--- src/rtl/addsub_pipe_if.sv ---
// Operand/result handshake bundle for the pipelined add/subtract unit.
// The master drives operands and consumes results; the slave is the unit.
interface addsub_pipe_if #(
  parameter int WIDTH = 32
);
  logic             in_valid;
  logic             in_ready;
  logic [1:0]       op;
  logic             cin;
  logic [WIDTH-1:0] a;
  logic [WIDTH-1:0] b;
  logic             out_valid;
  logic             out_ready;
  logic [WIDTH-1:0] s;
  logic             co;
  logic             ov;
  logic             zf;
  logic             sf;

  modport master (
    output in_valid, op, cin, a, b, out_ready,
    input  in_ready, out_valid, s, co, ov, zf, sf
  );

  modport slave (
    input  in_valid, op, cin, a, b, out_ready,
    output in_ready, out_valid, s, co, ov, zf, sf
  );
endinterface

--- src/rtl/addsub_pipe.sv ---
// Pipelined ADD/SUB/ADC/SBC unit. The carry chain is cut into STAGES segments
// of SEG bits; stage k adds segment k and registers it together with the
// still-unprocessed operand bits and the already-finished lower result bits,
// so a whole result leaves the last stage at once. WIDTH must be a multiple
// of STAGES. The whole pipe advances in lock-step whenever the output
// register is empty or being drained.
module addsub_pipe #(
  parameter int WIDTH  = 32,
  parameter int STAGES = 4
) (
  input  logic          clk,
  input  logic          rstn,
  addsub_pipe_if.slave  bus
);

  localparam int SEG = WIDTH / STAGES;

  typedef enum logic [1:0] {
    OP_ADD = 2'd0,
    OP_SUB = 2'd1,
    OP_ADC = 2'd2,
    OP_SBC = 2'd3
  } op_e;

  // One pipeline slot: operands (a and the effective b'), partial result,
  // segment carry, running zero flag and the signed-overflow flag that only
  // becomes meaningful once the last segment has been added.
  typedef struct packed {
    logic             valid;
    logic [WIDTH-1:0] a;
    logic [WIDTH-1:0] b;
    logic [WIDTH-1:0] s;
    logic             c;
    logic             z;
    logic             ov;
  } stage_t;

  stage_t stage_q [STAGES];
  stage_t stage_d [STAGES];
  stage_t entry_d;
  logic   advance;

  // Pipe entry: fold the SUB/SBC inversion and carry-in selection into b'/c0.
  always_comb begin
    // NOTE: every field gets a default first so no path can infer a latch.
    entry_d       = '0;
    entry_d.valid = bus.in_valid;
    entry_d.a     = bus.a;
    entry_d.b     = bus.b;
    entry_d.z     = 1'b1;
    case (op_e'(bus.op))
      OP_ADD: begin entry_d.b = bus.b;  entry_d.c = 1'b0;    end
      OP_SUB: begin entry_d.b = ~bus.b; entry_d.c = 1'b1;    end
      OP_ADC: begin entry_d.b = bus.b;  entry_d.c = bus.cin; end
      OP_SBC: begin entry_d.b = ~bus.b; entry_d.c = bus.cin; end
      default: ;
    endcase
  end

  // Segment adders: stage k adds bits [k*SEG +: SEG] using the carry and
  // zero flag handed down by stage k-1 (or by the pipe entry for stage 0).
  always_comb begin
    stage_t         src;
    logic [SEG:0]   seg_sum;
    for (int k = 0; k < STAGES; k++) begin
      src     = (k == 0) ? entry_d : stage_q[(k == 0) ? 0 : k - 1];
      seg_sum = {1'b0, src.a[k*SEG +: SEG]} + {1'b0, src.b[k*SEG +: SEG]}
              + {{SEG{1'b0}}, src.c};
      stage_d[k]                = src;
      stage_d[k].s[k*SEG +: SEG] = seg_sum[SEG-1:0];
      stage_d[k].c              = seg_sum[SEG];
      stage_d[k].z              = src.z & (seg_sum[SEG-1:0] == '0);
      stage_d[k].ov             = (src.a[WIDTH-1] == src.b[WIDTH-1])
                                && (stage_d[k].s[WIDTH-1] != src.a[WIDTH-1]);
    end
  end

  // Stage registers: all slots move together on advance and hold otherwise.
  always_ff @(posedge clk or negedge rstn) begin
    if (!rstn) begin
      // NOTE: datapath slots are cleared too, because the visible result and
      // flags come straight from the last slot and must read 0 in reset.
      for (int k = 0; k < STAGES; k++) stage_q[k] <= '0;
    end else if (advance) begin
      // NOTE: non-blocking so every stage samples its predecessor's old value.
      for (int k = 0; k < STAGES; k++) stage_q[k] <= stage_d[k];
    end
  end

  assign advance       = !stage_q[STAGES-1].valid || bus.out_ready;
  assign bus.in_ready  = advance;
  assign bus.out_valid = stage_q[STAGES-1].valid;
  assign bus.s         = stage_q[STAGES-1].s;
  assign bus.co        = stage_q[STAGES-1].c;
  assign bus.ov        = stage_q[STAGES-1].ov;
  assign bus.zf        = stage_q[STAGES-1].z;
  assign bus.sf        = stage_q[STAGES-1].s[WIDTH-1];

endmodule
--- src/flat_wrapper.sv ---
// flat-port wrapper written by rule: the top's interface ports become plain ports
module addsub_pipe_flat 
#(
  parameter int WIDTH  = 32,
  parameter int STAGES = 4
)
  (clk, rstn, bus_in_valid, bus_op, bus_cin, bus_a, bus_b, bus_out_ready, bus_in_ready, bus_out_valid, bus_s, bus_co, bus_ov, bus_zf, bus_sf);
  addsub_pipe_if #(.WIDTH(WIDTH)) bus_i ();
  input  logic clk;
  input  logic rstn;
  input wire logic [$bits(bus_i.in_valid)-1:0] bus_in_valid;
  input wire logic [$bits(bus_i.op)-1:0] bus_op;
  input wire logic [$bits(bus_i.cin)-1:0] bus_cin;
  input wire logic [$bits(bus_i.a)-1:0] bus_a;
  input wire logic [$bits(bus_i.b)-1:0] bus_b;
  input wire logic [$bits(bus_i.out_ready)-1:0] bus_out_ready;
  output wire logic [$bits(bus_i.in_ready)-1:0] bus_in_ready;
  output wire logic [$bits(bus_i.out_valid)-1:0] bus_out_valid;
  output wire logic [$bits(bus_i.s)-1:0] bus_s;
  output wire logic [$bits(bus_i.co)-1:0] bus_co;
  output wire logic [$bits(bus_i.ov)-1:0] bus_ov;
  output wire logic [$bits(bus_i.zf)-1:0] bus_zf;
  output wire logic [$bits(bus_i.sf)-1:0] bus_sf;
  assign bus_i.in_valid = bus_in_valid;
  assign bus_i.op = bus_op;
  assign bus_i.cin = bus_cin;
  assign bus_i.a = bus_a;
  assign bus_i.b = bus_b;
  assign bus_i.out_ready = bus_out_ready;
  assign bus_in_ready = bus_i.in_ready;
  assign bus_out_valid = bus_i.out_valid;
  assign bus_s = bus_i.s;
  assign bus_co = bus_i.co;
  assign bus_ov = bus_i.ov;
  assign bus_zf = bus_i.zf;
  assign bus_sf = bus_i.sf;
  addsub_pipe #(.WIDTH(WIDTH), .STAGES(STAGES)) u_core (.clk(clk), .rstn(rstn), .bus(bus_i));
endmodule
--- config.mk ---
export PLATFORM = sky130hd
export DESIGN_NAME = addsub_pipe_flat
export DESIGN_NICKNAME = d
export VERILOG_FILES = /design/src/rtl/addsub_pipe_if.sv /design/src/rtl/addsub_pipe.sv /design/src/flat_wrapper.sv
export SDC_FILE = /design/constraint.sdc
export NUM_CORES = 1
export LEC_CHECK = 0
export BUFFER_PORTS_ARGS = -buffer_cell sky130_fd_sc_hd__buf_2
export CAP_MARGIN = 5
export CORE_MARGIN = 10
export CORE_UTILIZATION = 53
export DETAILED_ROUTE_END_ITERATION = 7
export GPL_ROUTABILITY_DRIVEN = 0
export GPL_TIMING_DRIVEN = 0
export PLACE_DENSITY_LB_ADDON = 0.25
export SYNTH_ARGS = -nofsm -noshare
export SYNTH_HDL_FRONTEND = slang
export SYNTH_SLANG_ARGS = --single-unit
--- constraint.sdc ---
create_clock -name clk -period 6.6 [get_ports clk]
set_clock_uncertainty 0.1 [all_clocks]
set_input_delay 1.32 -clock clk [delete_from_list [all_inputs] [get_ports clk]]
set_output_delay 1.32 -clock clk [all_outputs]
set_load 0.05 [all_outputs]
### Word-level counts from Yosys, hierarchy flattened

Index checks and enable logic that the tools add are counted.

* add/subtract/negate cells: 8
* multipliers: 0
* div/mod/pow operators: 0
* $lt $le $gt $ge: 0
* equality and inequality tests: 5
* shifts and indexed selects: 0
* multiplexer cells: 2
* bitwise operators: 4
* reductions and logical operators: 11

Operator list (count)
* $pmux W32 S2: 1
* $add A8 B8 Y9: 4
* $add A9 B1 Y9: 4
* $logic_not A8 Y1: 4
* $not A32 Y32: 1
* $reduce_or A2 Y1: 3
* $eq A2 B2 Y1 const B: 2
* $and A1 B1 Y1: 3
* $pmux W1 S3: 1
* $eq A2 B1 Y1 const B: 1
* $logic_not A2 Y1: 1
* $eq A1 B1 Y1: 1
* $logic_and A1 B1 Y1: 1
* $logic_not A1 Y1: 1
* $logic_or A1 B1 Y1: 1
* $ne A1 B1 Y1: 1

* register bits: 285
* latch bits: 0
* RAM bits: 0
* memory bits (read-only): 0
* logic and storage cells: 53
* memories: 0

### Depth between registers and ports, before layout

* word-level depth: 6
* gate-level depth with buffers: 10
* depth with buffers taken out: 8

### Worst setup path before layout

Ideal clock, no wire load.

* kind: input port to flip-flop
* start: in bus_op[0]
* end: reg u_core.stage_q[301] (netlist name)
* library setup time: 0.095 ns
* arrival time: 3.462 ns
* data required time: 6.405 ns
* path slack: 2.942 ns
* cell stages on the path: 10
* buffers on the path: 2
* path through: clkbuf_1 -> buf_2 -> xnor2_1 -> fa_1 -> fa_1 -> nor2b_1 -> o31a_1 -> o31a_1 -> nor2_1 -> o31ai_1

* cells in the longest elaborated chain, start to end: 6
* elaborated cells between the ends (all ways): 12

Ends and longest elaborated chain
* start, declared: RTL line flat_wrapper.sv:12 `input wire logic [$bits(bus_i.op)-1:0] bus_op;`
* $eq A2 B1 Y1, or another cell as far along: RTL line addsub_pipe.sv:51 `case (op_e'(bus.op))`
* $reduce_or A2 Y1 (no line)
* $pmux W32 S2: RTL line addsub_pipe.sv:51
* $add A8 B8 Y9: RTL line addsub_pipe.sv:67 `seg_sum = {1'b0, src.a[k*SEG +: SEG]} + {1'b0, src.b[k*SEG +: SEG]}`
* $add A9 B1 Y9 *: RTL line addsub_pipe.sv:68 `+ {{SEG{1'b0}}, src.c};`
* $logic_not A8 Y1 *: RTL line addsub_pipe.sv:72 `stage_d[k].z = src.z & (seg_sum[SEG-1:0] == '0);`

Mark *: on every way between the ends. The rest lies on a longest branch, timed or not.
A chain may end at the register's enable or synchronous reset.

### Worst setup path after layout

* start: in bus_out_ready
* end: out bus_in_ready

* cells in the longest elaborated chain, start to end: 1

Ends and longest elaborated chain
* start, declared: RTL line flat_wrapper.sv:16 `input wire logic [$bits(bus_i.out_ready)-1:0] bus_out_ready;`
* $logic_or A1 B1 Y1: RTL line addsub_pipe.sv:90 `assign advance = !stage_q[STAGES-1].valid || bus.out_ready;`
* end, declared: RTL line flat_wrapper.sv:17 `output wire logic [$bits(bus_i.in_ready)-1:0] bus_in_ready;`

No other way between the ends.

==> reports/metrics.yaml <==
outcome: "complete, no violations"
yosys-top-cells-area: "dfrtp_1, nand2_1, ha_1"
gr-total-overflow: 0
maxSlewViolCount: 0
synth_area_per_cell_sq_um: 9.100
drt-total-wl_mm: 20.86
final_cell_count_no_fill: 1340
syn_nets: 1088
setup_viol: 0
fmax_mhz: 234.0
worst_pin_slew_ns: 0.6960
endpoint_kind: "output port"
start_util_pct: 54.02
start_kind: "input pin"
yosys.area.top_type: "dfrtp_1"
clkTransAtPathRegs_ns: 0.06
syn_area_sq_um: 8927
power_uw: 5477
rsz0062_at_grt: "no"
num_rows: 47
place_inst: 1309
synthArstFlopShare_pct: 100.0
post_cts_buffers: 0
hold-worst-slack_ns: 0.3665
synth_ff_type: "dfrtp_1"
critical_path.max_fanout: 10
seq_area_frac_synth_pct: 52.98
num_vias: 6758
placed_cell_area_sq_um: 9776
grt_pass1_wl_mm: 34.57
p_leak_uw: 0.005362
dpl.hpwl_mm: 15.49
vias_per_cell: 5.043
fin_tns_setup_ns: 0
drt_iter0_markers: 402
antenna_found_initial: 0
fp.dieH_um: 149.8
wl_per_cell_um: 15.57
crit_required_ns: 5.18
core_sq_um: 16520
clock_latency_ns: 0.43
yosysUniqueCellTypes: 51
peakVddDrop_uv: 259.7
yosys.area.top_type_share_pct: 52.98
min_period_ns: 4.273
drc: 0
hold_viol: 0
grt_usage_pct: 19.45
antenna_left: 0
cts_sinks: 189
final_area_sq_um: 10390
drive_above_1_share_pct: 18.48
grt_max_degree: 98
yosysWarnings: 0
nFillCells: 1438
ios: 109
syn_inst: 981
area_delta_synth_final_pct: 16.38
htreeDepth: 4
holdBufCountCts: 0
io_buffers: 107
whs_path_depth: 2
synth_seq_cells: 189
grt_pass1_vias: 6909
slew_headroom_pct: 53.60
synth-edff-count: 0
n_antenna_cell: 0
fin_crit_sh_pct: 64.75
layout.nets: 1215
worstSetupPathType: "input pin to output port"
post_cts_resized: 0
fp.dieW_um: 149.8
worstHoldPathType: "flop to flop"
numCtsBuffers: 17
drv_cap: 0
die-area_sq_um: 22440
cts_tree: "built"
powerDensity_nw_per_um2: 527.2
first_pass_iters: 5
clockBufferDepth: 2
reg2regPathDepth: 7
arrival_ns: 2.85
root_buffer: "clkbuf_16"
through the flow:
stage / setup WS (ns) / utilization [%]
floorplan: 2.942 / -
detailed placement: 2.192 / 59.16
CTS: 2.315 / 62.88
global placement: 1.087 / 58.93
global route: 2.246 / 62.88
finish: 2.327 / 62.88
flip-flops by register name (all words and copies together), names as in the netlist:
| register | count |
|---|---|
| u_core.stage_q | 6 |
| u_core.bus.out_valid | 1 |
| u_core.bus.ov | 1 |
| u_core.bus.s | 32 |
| u_core.bus.co | 1 |
| u_core.stage_d | 147 |
| u_core.bus.zf | 1 |
final timing paths:
path | from | end | slack [ns]
setup / recovery | bus_out_ready | bus_in_ready | 2.33
hold / removal | u_core.bus.s[8] | u_core.bus.s[8] | 0.37
setup reg to reg | u_core.stage_d[151] | u_core.stage_q[101] | 4.06
hold reg to reg | u_core.bus.s[8] | u_core.bus.s[8] | 0.37
max in group asynchronous | rstn | u_core.stage_d[91] | 4.70
min in group asynchronous | rstn | u_core.bus.s[11] | 0.79
critical path, cell delays in order:
cell	delay, ns
buf_2	0.07
nor2b_1	0.03
buf_2	0.18
inv_1	0.08
buf_2	0.29
buf_2	0.27
buf_2	0.27
buf_2	0.32
cell families (layout without fill, tap and decap cells):
logic type | after synthesis | in the layout | synth area share (%)
compound gates | 115 | 115 | 8.115
xor+xnor | 49 | 49 | 4.807
fa+ha+maj | 36 | 36 | 5.718
buf+inv | 91 | 230 | 5.522
flops | 189 | 189 | 52.98
mux | 8 | 8 | 0.9951
simple gates | 493 | 493 | 21.86
power by group:
part	leakage [uW]	internal (uW)	total, uW	switching, uW
combinational	0.00278	896	2430	1530
clock	0.000291	643	1080	432
sequential	0.00229	1670	1970	305
synthesized netlist by cell type, types with 2 or more instances:
cell type,instances
nand2_1,436
dfrtp_1,189
o21ai_0,49
buf_4,32
xnor2_1,30
ha_1,28
buf_2,25
nor2_1,24
clkbuf_1,21
a21oi_1,19
xor2_1,19
inv_1,13
a21o_1,9
fa_1,8
mux2_2,7
nand2b_1,6
o31ai_1,6
o31a_1,5
o21a_1,4
a211oi_1,3
nand3_1,3
nand4_1,3
nor3_1,3
nor3b_1,3
o2111ai_1,3
o211ai_1,3
a21boi_0,2
a31oi_1,2
and3_1,2
nor2b_1,2
or3_1,2
cells in the final DEF, fill, tap and decap left out, types with 4 or more instances in the layout:
master / synthesis / layout
xor2_1: 19 / 19
mux2_2: 7 / 7
nand2b_1: 6 / 6
ha_1: 28 / 28
xnor2_1: 30 / 30
o31a_1: 5 / 5
nor2_1: 24 / 24
buf_2: 25 / 131
clkbuf_16: 0 / 17
o21ai_0: 49 / 49
fa_1: 8 / 8
o31ai_1: 6 / 6
o21a_1: 4 / 4
buf_4: 32 / 32
dfrtp_1: 189 / 189
bufinv_16: 0 / 4
a21o_1: 9 / 9
nand2_1: 436 / 436
clkbuf_1: 21 / 24
inv_1: 13 / 13
a21oi_1: 19 / 19
final cells by class:
class	instances	area [sq um]	area share (%)
Buffer	78	444.2	4.275
Clock buffer	21	450.4	4.335
Clock inverter	10	163.9	1.578
Inverter	13	48.80	0.4697
Multi-Input combinational cell	701	3705	35.66
Sequential cell	189	4730	45.52
Tap cell	220	275.3	2.649
Timing Repair Buffer	108	573.1	5.515
layer usage:
layer  up-vias  GRT usage (%)  share of wire [%]
li1       3374              -                  -
met1      3194          24.39                 44
met2       158          32.68                 48
met3        32          4.016                4.9
met4         0          6.900                2.3
met5         -              0                  0
(Power assumes the default switching activity.)
